## config.mk

```make
export PLATFORM = sky130hd
export DESIGN_NAME = alu_pipe
export DESIGN_NICKNAME = d
export VERILOG_FILES = /design/src/rtl/alu_pipe.sv
export SDC_FILE = /design/constraint.sdc
export NUM_CORES = 1
export LEC_CHECK = 0
export ABC_AREA = 1
export CAP_MARGIN = 20
export CORE_AREA = 5 5 106 88
export CTS_CLUSTER_SIZE = 12
export DETAILED_ROUTE_END_ITERATION = 10
export DIE_AREA = 0 0 111 93
export PLACE_DENSITY = 0.84
export SLEW_MARGIN = 15
export SYNTH_ARGS = -nofsm -noshare
export SYNTH_HDL_FRONTEND = slang
export SYNTH_SLANG_ARGS = --single-unit
```

## constraint.sdc

```tcl
create_clock -name clk -period 2.26 [get_ports clk]
set_clock_uncertainty 0.2 [all_clocks]
set_input_delay 0.339 -clock clk [delete_from_list [all_inputs] [get_ports clk]]
set_output_delay 0.339 -clock clk [all_outputs]
set_load 0.01 [all_outputs]
```

## src/rtl/alu_pipe.sv

```systemverilog
`default_nettype none
// ============================================================================
//  Module   : alu_pipe
//  Purpose  : Registered ALU with status flags, valid/ready handshakes on both
//             sides and a multi-cycle shift-add multiplier. Single-cycle ops
//             complete with one cycle of latency. MUL takes WIDTH+1 cycles.
//  Ports    : clk, rst_n         - clock, async active-low reset
//             in_valid/in_ready  - upstream handshake (a, b, sel)
//             out_valid/out_ready- downstream handshake (c + flags)
//             c, zero, neg, ovf, carry - registered result and status flags
//  Revision : 1.0 - initial registered, handshaked release
// ============================================================================
module alu_pipe #(
    parameter int WIDTH = 8
) (
    input  logic             clk,
    input  logic             rst_n,
    input  logic             in_valid,
    output logic             in_ready,
    input  logic [WIDTH-1:0] a,
    input  logic [WIDTH-1:0] b,
    input  logic [3:0]       sel,
    output logic             out_valid,
    input  logic             out_ready,
    output logic [WIDTH-1:0] c,
    output logic             zero,
    output logic             neg,
    output logic             ovf,
    output logic             carry
);

    localparam int SHW = $clog2(WIDTH);
    localparam int MSB = WIDTH - 1;

    localparam logic [3:0] OP_AND = 4'b0000;
    localparam logic [3:0] OP_OR  = 4'b0001;
    localparam logic [3:0] OP_ADD = 4'b0010;
    localparam logic [3:0] OP_SRA = 4'b0011;
    localparam logic [3:0] OP_SRL = 4'b0100;
    localparam logic [3:0] OP_NOR = 4'b0101;
    localparam logic [3:0] OP_SUB = 4'b0110;
    localparam logic [3:0] OP_MUL = 4'b1000;
    localparam logic [3:0] OP_XOR = 4'b1001;
    localparam logic [3:0] OP_SLL = 4'b1011;
    localparam logic [3:0] OP_SLT = 4'b1100;

    localparam logic [0:0] S_IDLE = 1'b0;
    localparam logic [0:0] S_MUL  = 1'b1;

    localparam logic [SHW-1:0] CNT_LAST = SHW'(WIDTH - 1);
    localparam logic [SHW-1:0] CNT_ONE  = SHW'(1);

    logic [0:0]       state_q,     state_d;
    logic             out_valid_q, out_valid_d;
    logic [WIDTH-1:0] c_q,         c_d;
    logic             zero_q,      zero_d;
    logic             neg_q,       neg_d;
    logic             ovf_q,       ovf_d;
    logic             carry_q,     carry_d;
    logic [WIDTH-1:0] mcand_q,     mcand_d;
    logic [WIDTH-1:0] mplier_q,    mplier_d;
    logic [WIDTH-1:0] acc_q,       acc_d;
    logic [SHW-1:0]   count_q,     count_d;

    logic                    w_accept;
    logic [SHW-1:0]          w_shamt;
    logic [WIDTH:0]          w_sum;
    logic [WIDTH:0]          w_diff;
    logic signed [WIDTH-1:0] w_b_s;
    logic [WIDTH-1:0]        w_res;
    logic                    w_ovf;
    logic                    w_carry;
    logic [WIDTH-1:0]        w_acc_nxt;

    // Gating with rst_n keeps in_ready low while reset is held.
    assign in_ready = rst_n && (state_q == S_IDLE) && (!out_valid_q || out_ready);
    assign w_accept = in_valid && in_ready;

    // Single-cycle datapath
    always_comb begin
        w_shamt = a[SHW-1:0];
        w_sum   = {1'b0, a} + {1'b0, b};
        w_diff  = {1'b0, a} - {1'b0, b};
        w_b_s   = b;
        w_res   = '1;
        w_ovf   = 1'b0;
        w_carry = 1'b0;
        case (sel)
            OP_AND: w_res = a & b;
            OP_OR:  w_res = a | b;
            OP_ADD: begin
                w_res   = w_sum[WIDTH-1:0];
                w_ovf   = (a[MSB] == b[MSB]) && (w_sum[MSB] != a[MSB]);
                w_carry = w_sum[WIDTH];
            end
            OP_SRA: w_res = w_b_s >>> w_shamt;
            OP_SRL: w_res = b >> w_shamt;
            OP_NOR: w_res = ~(a | b);
            OP_SUB: begin
                w_res   = w_diff[WIDTH-1:0];
                w_ovf   = (a[MSB] != b[MSB]) && (w_diff[MSB] != a[MSB]);
                // No borrow out of the extended subtraction means a >= b unsigned.
                w_carry = !w_diff[WIDTH];
            end
            OP_XOR: w_res = a ^ b;
            OP_SLL: w_res = b << w_shamt;
            OP_SLT: w_res = ($signed(a) < $signed(b)) ? '1 : '0;
            default: w_res = '1;
        endcase
    end

    assign w_acc_nxt = mplier_q[0] ? (acc_q + mcand_q) : acc_q;

    // Next-state logic
    always_comb begin
        state_d     = state_q;
        out_valid_d = out_valid_q;
        c_d         = c_q;
        zero_d      = zero_q;
        neg_d       = neg_q;
        ovf_d       = ovf_q;
        carry_d     = carry_q;
        mcand_d     = mcand_q;
        mplier_d    = mplier_q;
        acc_d       = acc_q;
        count_d     = count_q;

        // Retire the current result; a same-edge accept below may re-assert.
        if (out_valid_q && out_ready) begin
            out_valid_d = 1'b0;
        end

        case (state_q)
            S_IDLE: begin
                if (w_accept) begin
                    if (sel == OP_MUL) begin
                        mcand_d  = a;
                        mplier_d = b;
                        acc_d    = '0;
                        count_d  = '0;
                        state_d  = S_MUL;
                    end else begin
                        c_d         = w_res;
                        zero_d      = (w_res == '0);
                        neg_d       = w_res[MSB];
                        ovf_d       = w_ovf;
                        carry_d     = w_carry;
                        out_valid_d = 1'b1;
                    end
                end
            end
            S_MUL: begin
                acc_d    = w_acc_nxt;
                mcand_d  = mcand_q << 1;
                mplier_d = mplier_q >> 1;
                count_d  = count_q + CNT_ONE;
                // The final iteration publishes its own sum on the same edge.
                if (count_q == CNT_LAST) begin
                    c_d         = w_acc_nxt;
                    zero_d      = (w_acc_nxt == '0);
                    neg_d       = w_acc_nxt[MSB];
                    ovf_d       = 1'b0;
                    carry_d     = 1'b0;
                    out_valid_d = 1'b1;
                    state_d     = S_IDLE;
                end
            end
            default: state_d = S_IDLE;
        endcase
    end

    always_ff @(posedge clk or negedge rst_n) begin
        if (!rst_n) begin
            state_q     <= S_IDLE;
            out_valid_q <= 1'b0;
            c_q         <= '0;
            zero_q      <= 1'b0;
            neg_q       <= 1'b0;
            ovf_q       <= 1'b0;
            carry_q     <= 1'b0;
            mcand_q     <= '0;
            mplier_q    <= '0;
            acc_q       <= '0;
            count_q     <= '0;
        end else begin
            state_q     <= state_d;
            out_valid_q <= out_valid_d;
            c_q         <= c_d;
            zero_q      <= zero_d;
            neg_q       <= neg_d;
            ovf_q       <= ovf_d;
            carry_q     <= carry_d;
            mcand_q     <= mcand_d;
            mplier_q    <= mplier_d;
            acc_q       <= acc_d;
            count_q     <= count_d;
        end
    end

    assign out_valid = out_valid_q;
    assign c         = c_q;
    assign zero      = zero_q;
    assign neg       = neg_q;
    assign ovf       = ovf_q;
    assign carry     = carry_q;

endmodule
`default_nettype wire

```

* Word-level counts from Yosys, hierarchy flattened *
Cells that the tools add are included.

operators by class
  add/sub/neg operators = 4
  multiply operators = 0
  divide/modulo/power cells = 0
  $lt $le $gt $ge = 1
  equal/unequal tests = 19
  shift operators = 3
  multiplexer cells = 45
  bitwise gates (word level) = 5
  reductions and logical operators = 14

operator list
  cell                number
  $mux 8              11
  $pmux 8 s10         1
  $pmux 8 s2          4
  $mux 1              18
  $eq 4x4->1 const B  4
  $logic_not 8->1     2
  $pmux 1 s2          8
  $eq 4x3->1 const B  3
  $add 8x8->9         1
  $sub 8x8->9         1
  $add 8x8->8         1
  $and 8x8->8         1
  $eq 4x2->1 const B  2
  $lt 8x8->1          1
  $not 8->8           1
  $or 8x8->8          1
  $shl 8x3->8         1
  $shr 8x3->8         1
  $sshr 8x3->8        1
  $xor 8x8->8         1
  $logic_and 1x1->1   6
  $mux 3              2
  $pmux 3 s2          1
  $eq 4x1->1 const B  1
  other kinds (12)    17

word-level totals
  bits in registers = 41
  latch bits = 0
  RAM bits = 0
  memory bits (read-only) = 0
  input port bits = 24
  output and inout port bits = 14
  word-level logic and storage cells = 102
  memories kept = 0

* Depth between registers and ports, before layout *
Gate-level depths: netlist (run 1).

  word-level depth = 7
  gate-level depth with buffers = 18
  mapped depth without buffers = 16

* Worst setup path after synthesis (run 1) *
Ideal clock, no wire load.

  path kind = input -> register
  start = input a[0]
  end = register zero_q (netlist: zero)
  library setup time = 0.066 ns
  arrival = 2.309 ns
  data required time = 1.994 ns
  path slack = -0.315 ns
  cell stages on the path = 18
  buffers on the path = 2
  cells stage by stage = buf_4 inv_2 buf_6 ha_1 fa_1 inv_1 nand2_1 nand2_1 nand3_1 nand2_1 nand2_1 nand3_2 nand3_1 nor2_1 nand3_1 o21bai_1 nand2_1 nand2_1

between the ends
  longest elaborated chain between the ends = 7
  elaborated cells between the ends (all ways) = 16
  those cells by class = 2 x add/sub; 1 x order compare; 3 x shift; 5 x mux; 4 x bitwise; 1 x reduce/logical

RTL lines
  what                                             line         text
  start: declaration                               20           input logic [WIDTH-1:0] a,
  $lt 8x8->1 / $or 8x8->8 (equally long branches)  107, 90, 98
  $mux 8 / $not 8->8 (equally long branches)       107, 98
  $pmux 8 s10 *                                    88           case (sel)
  $logic_not 8->1 *                                144          zero_d = (w_res == '0);
  $mux 1 *                                         136          if (sel == OP_MUL) begin
  $mux 1 *                                         135          if (w_accept) begin
  $pmux 1 s2 *                                     133          case (state_q)
  end signal: assignment                           189          zero_q <= zero_d;
  end: declaration                                 56           logic zero_q, zero_d;

Mark *: on every way between the ends. The rest lies on a longest branch, timed or not. The select of a mux whose other input is x is not followed.
A chain may end at the register's enable or synchronous reset.

* Worst setup path after layout (run 1) *
  start = register acc_q[0]
  end = register zero_q (netlist: zero)

between the ends
  longest elaborated chain between the ends = 5

RTL lines
  what                      line  text
  start: declaration        62    logic [WIDTH-1:0] acc_q, acc_d;
  start signal: assignment  183   acc_q <= '0;
  start signal: assignment  195   acc_q <= acc_d;
  $add 8x8->8               112   assign w_acc_nxt = mplier_q[0] ? (acc_q + mcand_q) : acc_q;
  $mux 8 *                  112
  $logic_not 8->1 *         160   zero_d = (w_acc_nxt == '0);
  $mux 1 *                  158   if (count_q == CNT_LAST) begin
  $pmux 1 s2 *              133

Marks and branches as above.

==> run summary, run 1 <==
In this run, synthesis inferred 0 flip-flops with an integrated enable. The residual overflow from global routing was 0; the fraction of final layout cells sized beyond drive strength 1 was 0.285. Minimum setup slack among reg-to-reg paths: -0.05 ns.

Setup repair after global routing could not meet its margin everywhere. Detailed placement finished with a half-perimeter wire length of 12800 um. In this run the core area contains 30 standard-cell rows. Data on the critical path arrives at its endpoint at 2.36 ns.

The number of search-and-repair iterations in the first detailed-routing pass was 9. The net count of the finished layout is 915. In this run the power density over the cells is 825 nW/um^2. The tools report the max-capacitance violation count as 0. Across all hold checks on the routed design, the worst slack comes to 0.278 ns.

The final core utilization came out at 0.742. Among all stages on the critical path, the largest delay is contributed by dfrtp_1. The tools report the post-layout worst setup margin as -0.0483 ns. Number of port buffers: 37. The number of synthesis warnings came out at 0. The tools report the endpoint of the worst-slack reg-to-reg timing path as zero. The worst max-slew margin expressed relative to the limit was 0.658; the transition time of the tightest slew-check pin was 0.514 ns. The critical path crosses 15 cells after its start point.

The cell area after placement was 5630 um^2; the count of H-tree levels built during CTS was 2. The run gives 598 as the first-iteration detailed-routing DRC count. The cell that appears most often on the critical path is nand2_1. Ranked by total cell area, the synthesized netlist is headed by dfrtp_1, nand2_1, ha_1.

The final hold violation count came out at 0. The category of the most critical setup path is flop to flop. The die covers 10300 um^2. The average wire length per cell after detail routing was 16.9 um; the number of failing setup endpoints in the final timing report was 1. In this run the clock root is driven by a clkbuf_8. The startpoint kind of the worst setup timing path was a flop.

During I/O placement, the number of pins put on the boundary was 38. Data on the critical path is required at its endpoint by 2.31 ns. The cell type contributing the most total cell area after synthesis was dfrtp_1. The area growth from synthesis to layout is 42.9%, and the number of different library cells in the post-synthesis netlist is 38.

The run finished, with violations left. TritonCTS built the clock tree. The worst min-delay path category was input port to flop. The routed design has 16300 um of wire. The path depth of the worst reg2reg path was 15; the number of buffers on the longest clock path was 2.

After detailed routing, the number of vias per cell comes to 5.66. The highest achievable clock rate was 433 MHz. The register bit count reported by yosys is 40. The async set or reset register ratio after synthesis was 1.00; the total leakage power was 3.17 nW. For the standard cell core area, the log shows 8220 um^2. The vias after detailed routing is 5452, and the number of buffers created by CTS is 5.

The fraction of post-synthesis cell area in the top cell type by area was 0.234; the effective utilization at floorplan was 0.519. Clock-pin slew was measured on the worst setup and hold paths at 0.09 ns. A synthesized cell averages 6.11 um^2. The logs give 0.234 for the share of the yosys chip area belonging to registers and 0.653 mV for the maximum ir drop on the vdd rail.

Maximum fanout count along the critical path: 3. Measured along the y axis, the die boundary spans 93 um. For the finished layout, the period the worst path requires is 2.31 ns. The dominant synthesized flop cell was dfrtp_1. In this run the critical register-to-register path is launched from acc_q[0]. The run gives 41 as the largest net degree at the start of global routing.

After routing the design area is 6100 um^2. The synthesized netlist occupies a cell area of 4270 um^2. The final reports fail on setup timing.

Period utilization: 1.02. The commonest cells after synthesis are nand2_1, nand3_1, nor2_1. Traced cell by cell, the critical path runs through ha_2, fa_2, buf_6, nand3_2, nand3b_1, nand2_1, nand2_1, nand2_1, nand2_1, nor2_1, nand3_1, nor2_1, o21bai_1, nand2_1, nand2_1. In the post-synthesis netlist, the cell with the most instances is nand2_1. For the worst-skew pair, the clock arrives at the later sink with an insertion delay of 0.30 ns. Following the worst setup path forward leads to its endpoint at zero.

The nature of the critical path endpoint is a flop. For the number of remaining DRC errors, the log shows 0. Counting every net in the synthesized netlist gives 763. The global-route wire length before repair was 25900 um.

In this design, the stage delay of the slowest critical-path cell is 0.41 ns. The cell count after synthesis is 699. Family of cells with the greatest summed delay on the critical path: simple AND/OR/NAND/NOR gates. In this run the worst setup path begins at acc_q[0].

The congestion estimate from routability-driven global placement came to 0.955. Die width: 111 um. The total global routing track utilization is 0.312, and the number of global-route vias before repair is 5069. The sum of buffers and inverters on the critical path works out to 1.

The clock sink count was 40. The logs give 0 for the max-slew violation total from the final report and 0 for the remaining antenna violation count after routing. The initial antenna violation count is 0. 0 antenna diodes ended up in the layout.
-- worst min-delay path: cells and delay by family --
family | cells | cell delay [ns]
AO/OA/AOI/OAI | 1 | 0.07
buffers and inverters | 2 | 0.28
AND/OR/NAND/NOR | 1 | 0.06
-- timing repair --
action,in CTS,in global routing
hold buffers,1,0
buffers inserted,5,4
resized for setup,78,57
pin swaps,19,18
endpoints found under the hold margin,40,0
endpoints found under the setup margin,11,13
gates cloned,0,0
-- report_power, final --
part	switching, mW	internal (mW)	leakage [nW]	total, mW
Combinational	1.78	1.39	2.63	3.18
Clock	0.287	0.333	0.0548	0.620
Sequential	0.219	1.02	0.488	1.24
Total	2.29	2.75	3.17	5.04
-- per-layer routing --
layer / global-route usage / share of wire / vias up
met2: 0.515 / 0.45 / 317
li1: - / - / 2578
met1: 0.421 / 0.41 / 2523
met5: 0 / 0 / -
met3: 0.0757 / 0.12 / 34
met4: 0.0574 / 0.018 / 0
-- area by class of cell --
cell class                      count  area [um^2]
Multi-Input combinational cell    561         3190
Fill cell                         662         2120
Timing Repair Buffer              168         1370
Sequential cell                    40         1000
Inverter                           75          287
Tap cell                          112          140
Clock buffer                        5         68.8
Clock inverter                      3         46.3
-- registers in the layout, summed over array words and instances, names as in the netlist --
signal and count:
acc_q 8, c 8, mcand_q 8, mplier_q 8, count_q 3, carry 1
out_valid 1, ovf 1, state_q 1, zero 1
-- metrics by stage --
| stage | cells | power [mW] | setup WS (ns) | TNS [ns] |
|---|---|---|---|---|
| after floorplan | 699 | 2.91 | -0.130 | -0.175 |
| after global placement | 946 | 4.00 | -0.667 | -9.24 |
| final | 964 | 5.04 | -0.0483 | -0.0483 |
| after detailed placement | 946 | 4.16 | -0.683 | -10.63 |
| after global routing | 964 | 5.41 | -0.175 | -0.203 |
| after CTS | 960 | 4.90 | -0.0478 | -0.0511 |
-- cells by family (layout without fill, tap and decap cells) --
logic type,after synthesis,count (layout),share of synthesized area
buffers and inverters,98,251,0.0920
AND/OR/NAND/NOR,434,434,0.428
XOR/XNOR,1,1,0.00205
AO/OA/AOI/OAI,86,86,0.121
adder cells (fa/ha/maj),40,40,0.123
flip-flops,40,40,0.234
-- how the worst min path moves through the flow --
stage	start	end	slack (ns)	cells after the start
2_1_floorplan	rst_n	acc_q[0]	-0.16	0
3_3_place_gp	rst_n	mcand_q[7]	0.23	2
3_5_place_dp	rst_n	out_valid	0.24	2
4_1_cts	c[0]	c[0]	0.30	2
5_1_grt	a[2]	mcand_q[2]	0.28	4
6_report	a[3]	mcand_q[3]	0.28	4
-- layout by cell type (no fill, tap or decap), types with 7 or more instances in the layout --
| cell type | netlist | layout |
|---|---|---|
| inv_1 | 69 | 56 |
| nor2_2 | 7 | 18 |
| clkbuf_2 | 0 | 7 |
| nand4_1 | 12 | 12 |
| dfrtp_1 | 40 | 40 |
| o21ai_0 | 24 | 19 |
| a31oi_1 | 14 | 13 |
| inv_2 | 6 | 17 |
| nand3_1 | 81 | 73 |
| nand2_2 | 2 | 15 |
| clkdlybuf4s50_1 | 0 | 16 |
| nand2_1 | 243 | 230 |
| buf_4 | 2 | 122 |
| ha_1 | 37 | 26 |
| nor2_1 | 75 | 59 |
| a21oi_1 | 22 | 18 |
| ha_4 | 0 | 7 |
Power figures use the tool's default switching activity.
==> run 2: changes to the inputs <==
==> constraint.sdc (replaced) <==
create_clock -name clk -period 2.1 [get_ports clk]
set_clock_uncertainty 0.2 [all_clocks]
set_input_delay 0.315 -clock clk [delete_from_list [all_inputs] [get_ports clk]]
set_output_delay 0.315 -clock clk [all_outputs]
set_load 0.01 [all_outputs]
==> run 2 against run 1 <==
Compared with the run above: flip-flop and latch count stayed put; sequential power is 8% higher; register-to-register slack worse by 0.27 ns; final cell count is 1.6% higher; clock-buffer cell count stayed put; global-route usage is 1.2 points higher; critical path depth is 3 lower; fmax is 4.4% lower; the run still ends with setup timing left; first-iteration DRC count is 3.0% lower; critical endpoint unchanged; setup slack worse by 0.27 ns; non-clock buffer count is 16 higher; cell area is 3.6% higher.
==> run summary, run 2 (synthesis results as in run 1) <==
The run gives 0.660 (+0.00276) as the worst max-slew margin expressed relative to the limit. By instance count, the cell type seen most on the critical path is nand2_1. The tools report the end of the worst hold path as mplier_q[2]. The max-slew violation total from the final report was 0 (unchanged); the minimum setup slack among reg-to-reg paths was -0.32 ns (-0.27 ns). The average wire length per cell after detail routing works out to 18.0 um (+6.0%). The run gives 0 (unchanged) as the residual overflow from global routing. The most common library cell in the layout ignoring fill and taps is nand2_1. Traced cell by cell, the critical path runs through ha_2, fa_2, o21ai_1, o21ai_2, nor3_2, nand2_1, nor2_2, nand3_2, nor2_2, o21bai_4, nand2_1, nand2_1. The nature of the critical path endpoint is a flop. The total leakage power is 3.24 nW (+2.1%), and the weighted congestion at the end of routability-driven global placement is 1.02 (+6.8%). The power density of the placed cells is 902 nW/um^2 (+9.3%). The number of standard cells in the final layout excluding fillers is 979 (+1.6%).

The number of buffers created by CTS was 5 (unchanged). The flow ran to the end, but the final reports show violations. For the total power consumption of the routed design, the log shows 5.70 mW (+13%). The worst setup path is of the flop to flop kind. For the number of search-and-repair iterations in the first detailed-routing pass, the log shows 6 (-3). Setup repair after global routing could not meet its margin everywhere. The tools report the number of global-route vias before repair as 5353 (+5.6%). The maximum cell stage delay along the critical path came out at 0.39 ns (-0.02 ns).

The critical path data arrival time was 2.45 ns (+0.09 ns); the remaining antenna violation count after routing was 0 (unchanged). For the maximum ir drop on the vdd rail, the log shows 0.697 mV (+6.8%). The cell chosen for the clock root was clkbuf_8. The origin of the worst min-delay path is b[2].

The number of buffers on the longest clock path came out at 2 (unchanged). The final reports fail on setup timing. For the clock latency on the worst-skew pair, the log shows 0.30 ns (about the same). Row count: 30 (unchanged). The initial antenna violation count was 0 (unchanged).

STA classifies the critical path startpoint as a flop. The die width is 111 um (unchanged). For the number of nets at the end of the flow, the log shows 931 (+1.7%).

The number of placed I/O pins is 38 (unchanged), and the post-layout worst setup margin is -0.315 ns (-0.267 ns). The highest achievable clock rate was 414 MHz (-4.4%). Time the final worst path needs with I/O delays and setup: 2.42 ns (+0.107 ns). The effective utilization at floorplan is 0.519 (unchanged), and the maximum fanout count along the critical path is 2 (-1). In this run the critical register-to-register path is launched from mcand_q[0].

The clock sink count is 40 (unchanged). The largest individual stage delay along the critical path comes from the cell dfrtp_1. The count of H-tree levels built during CTS was 2 (unchanged); the via-per-instance ratio was 5.84 (+3.3%). Path depth of the worst reg2reg path: 12 (-3).

TritonCTS built the clock tree. The logs give 13200 um (+3.2%) for the placed wire-length estimate and 5717 (+4.9%) for the vias after detailed routing. Sum of buffers and inverters on the critical path: 0 (-1). The fraction of final layout cells sized beyond drive strength 1 was 0.341 (+0.0562).

The first-iteration detailed-routing DRC count was 580 (-3.0%). Among cell families on the critical path, the largest total delay comes from simple AND/OR/NAND/NOR gates. The tools report the count of inserted antenna diode cells as 0 (unchanged). The worst register-to-register path ends at zero. The floorplan die height works out to 93 um (unchanged).

The transition time of the tightest slew-check pin was 0.509 ns (-0.00415 ns). Total global routing track utilization: 0.323 (+0.0116). The tools report the number of failing setup endpoints in the final timing report as 6 (+5). For the cell count after placement, the log shows 955 (+0.95%).

The logs give 0 (unchanged) for the max-capacitance violation count and 0 (unchanged) for the final hold violation count. The period utilization was 1.15 (+0.129); the global-route wire length before repair was 27100 um (+4.9%). The area growth from synthesis to layout was 48.1%; the clock slew seen by the registers of the worst setup and hold paths was 0.08 ns (about the same). The instance count on the critical path came out at 12 (-3). Instance count along the most critical hold path: 4 (unchanged). The number of remaining DRC errors is 0 (unchanged), and the worst-case hold slack is 0.287 ns (+0.00919 ns). The detailed-route wire length is 17600 um (+7.6%), and the largest net degree at the start of global routing is 41 (unchanged).

The logs give 10300 um^2 (unchanged) for the area of the die and 2.14 ns (-0.17 ns) for the endpoint required time on the critical path. Standard cell core area: 8220 um^2 (unchanged). The number of port buffers works out to 37 (unchanged). The worst hold path belongs to the class input port to flop.

The top cell types in the final layout, fill and taps aside, are nand2_1, buf_4, nand3_1, nor2_1, inv_1.
[run 2: worst max-delay path by stage]
stage                     startpoint    to  slack (ns)
final                     mcand_q[0]  zero       -0.32
after global routing        acc_q[0]  zero       -0.43
after CTS                 mcand_q[0]  zero       -0.25
after detailed placement        a[0]  zero       -0.91
after global placement          b[4]  zero       -0.88
after floorplan                 a[0]  zero       -0.27
[run 2: metrics by stage]
step | cell area [um^2] | TNS, ns | setup WS [ns] | utilization
floorplan | 4310 | -0.939 | -0.266 | -
global placement | 5700 | -14.10 | -0.875 | 0.694
detailed placement | 5700 | -17.16 | -0.908 | 0.694
CTS | 6070 | -0.304 | -0.251 | 0.739
global route | 6320 | -1.42 | -0.428 | 0.769
finish | 6320 | -0.604 | -0.315 | 0.769
[run 2: worst register-to-register path: cells and delay by family (launching register included)]
kind,cells,cell delay (ns)
AOI/OAI and AO/OA,3,0.49
adders and majority gates,2,0.55
DFF,1,0.39
and+or+nand+nor,7,0.72
[run 2: where the power goes]
part	internal, mW	leakage [nW]	switching [mW]	total (mW)
Sequential	1.10	0.488	0.237	1.34
Clock	0.225	0.0400	0.283	0.508
Combinational	1.72	2.71	2.14	3.86
Total	3.04	3.24	2.66	5.70
[run 2: layer usage]
metal	up-vias	routed length [um]	track usage
met5	-	0	0
met2	375	7910	0.540
met1	2657	7200	0.443
met3	66	1850	0.0433
met4	0	625	0.0862
li1	2619	-	-
[run 2: final cells by class]
| type | count | area, um^2 |
|---|---|---|
| Multi-Input combinational cell | 561 | 3340 |
| Fill cell | 594 | 1900 |
| Timing Repair Buffer | 184 | 1480 |
| Sequential cell | 40 | 1000 |
| Inverter | 75 | 284 |
| Tap cell | 112 | 140 |
| Clock buffer | 5 | 68.8 |
| Clock inverter | 2 | 12.5 |
[run 2: timing repair]
action,4_1_cts,5_1_grt
gates cloned,0,0
hold buffers,1,0
resized for setup,119,76
setup buffers,8,8
hold endpoints to repair,40,0
endpoints found under the setup margin,28,27
pin swaps,25,16
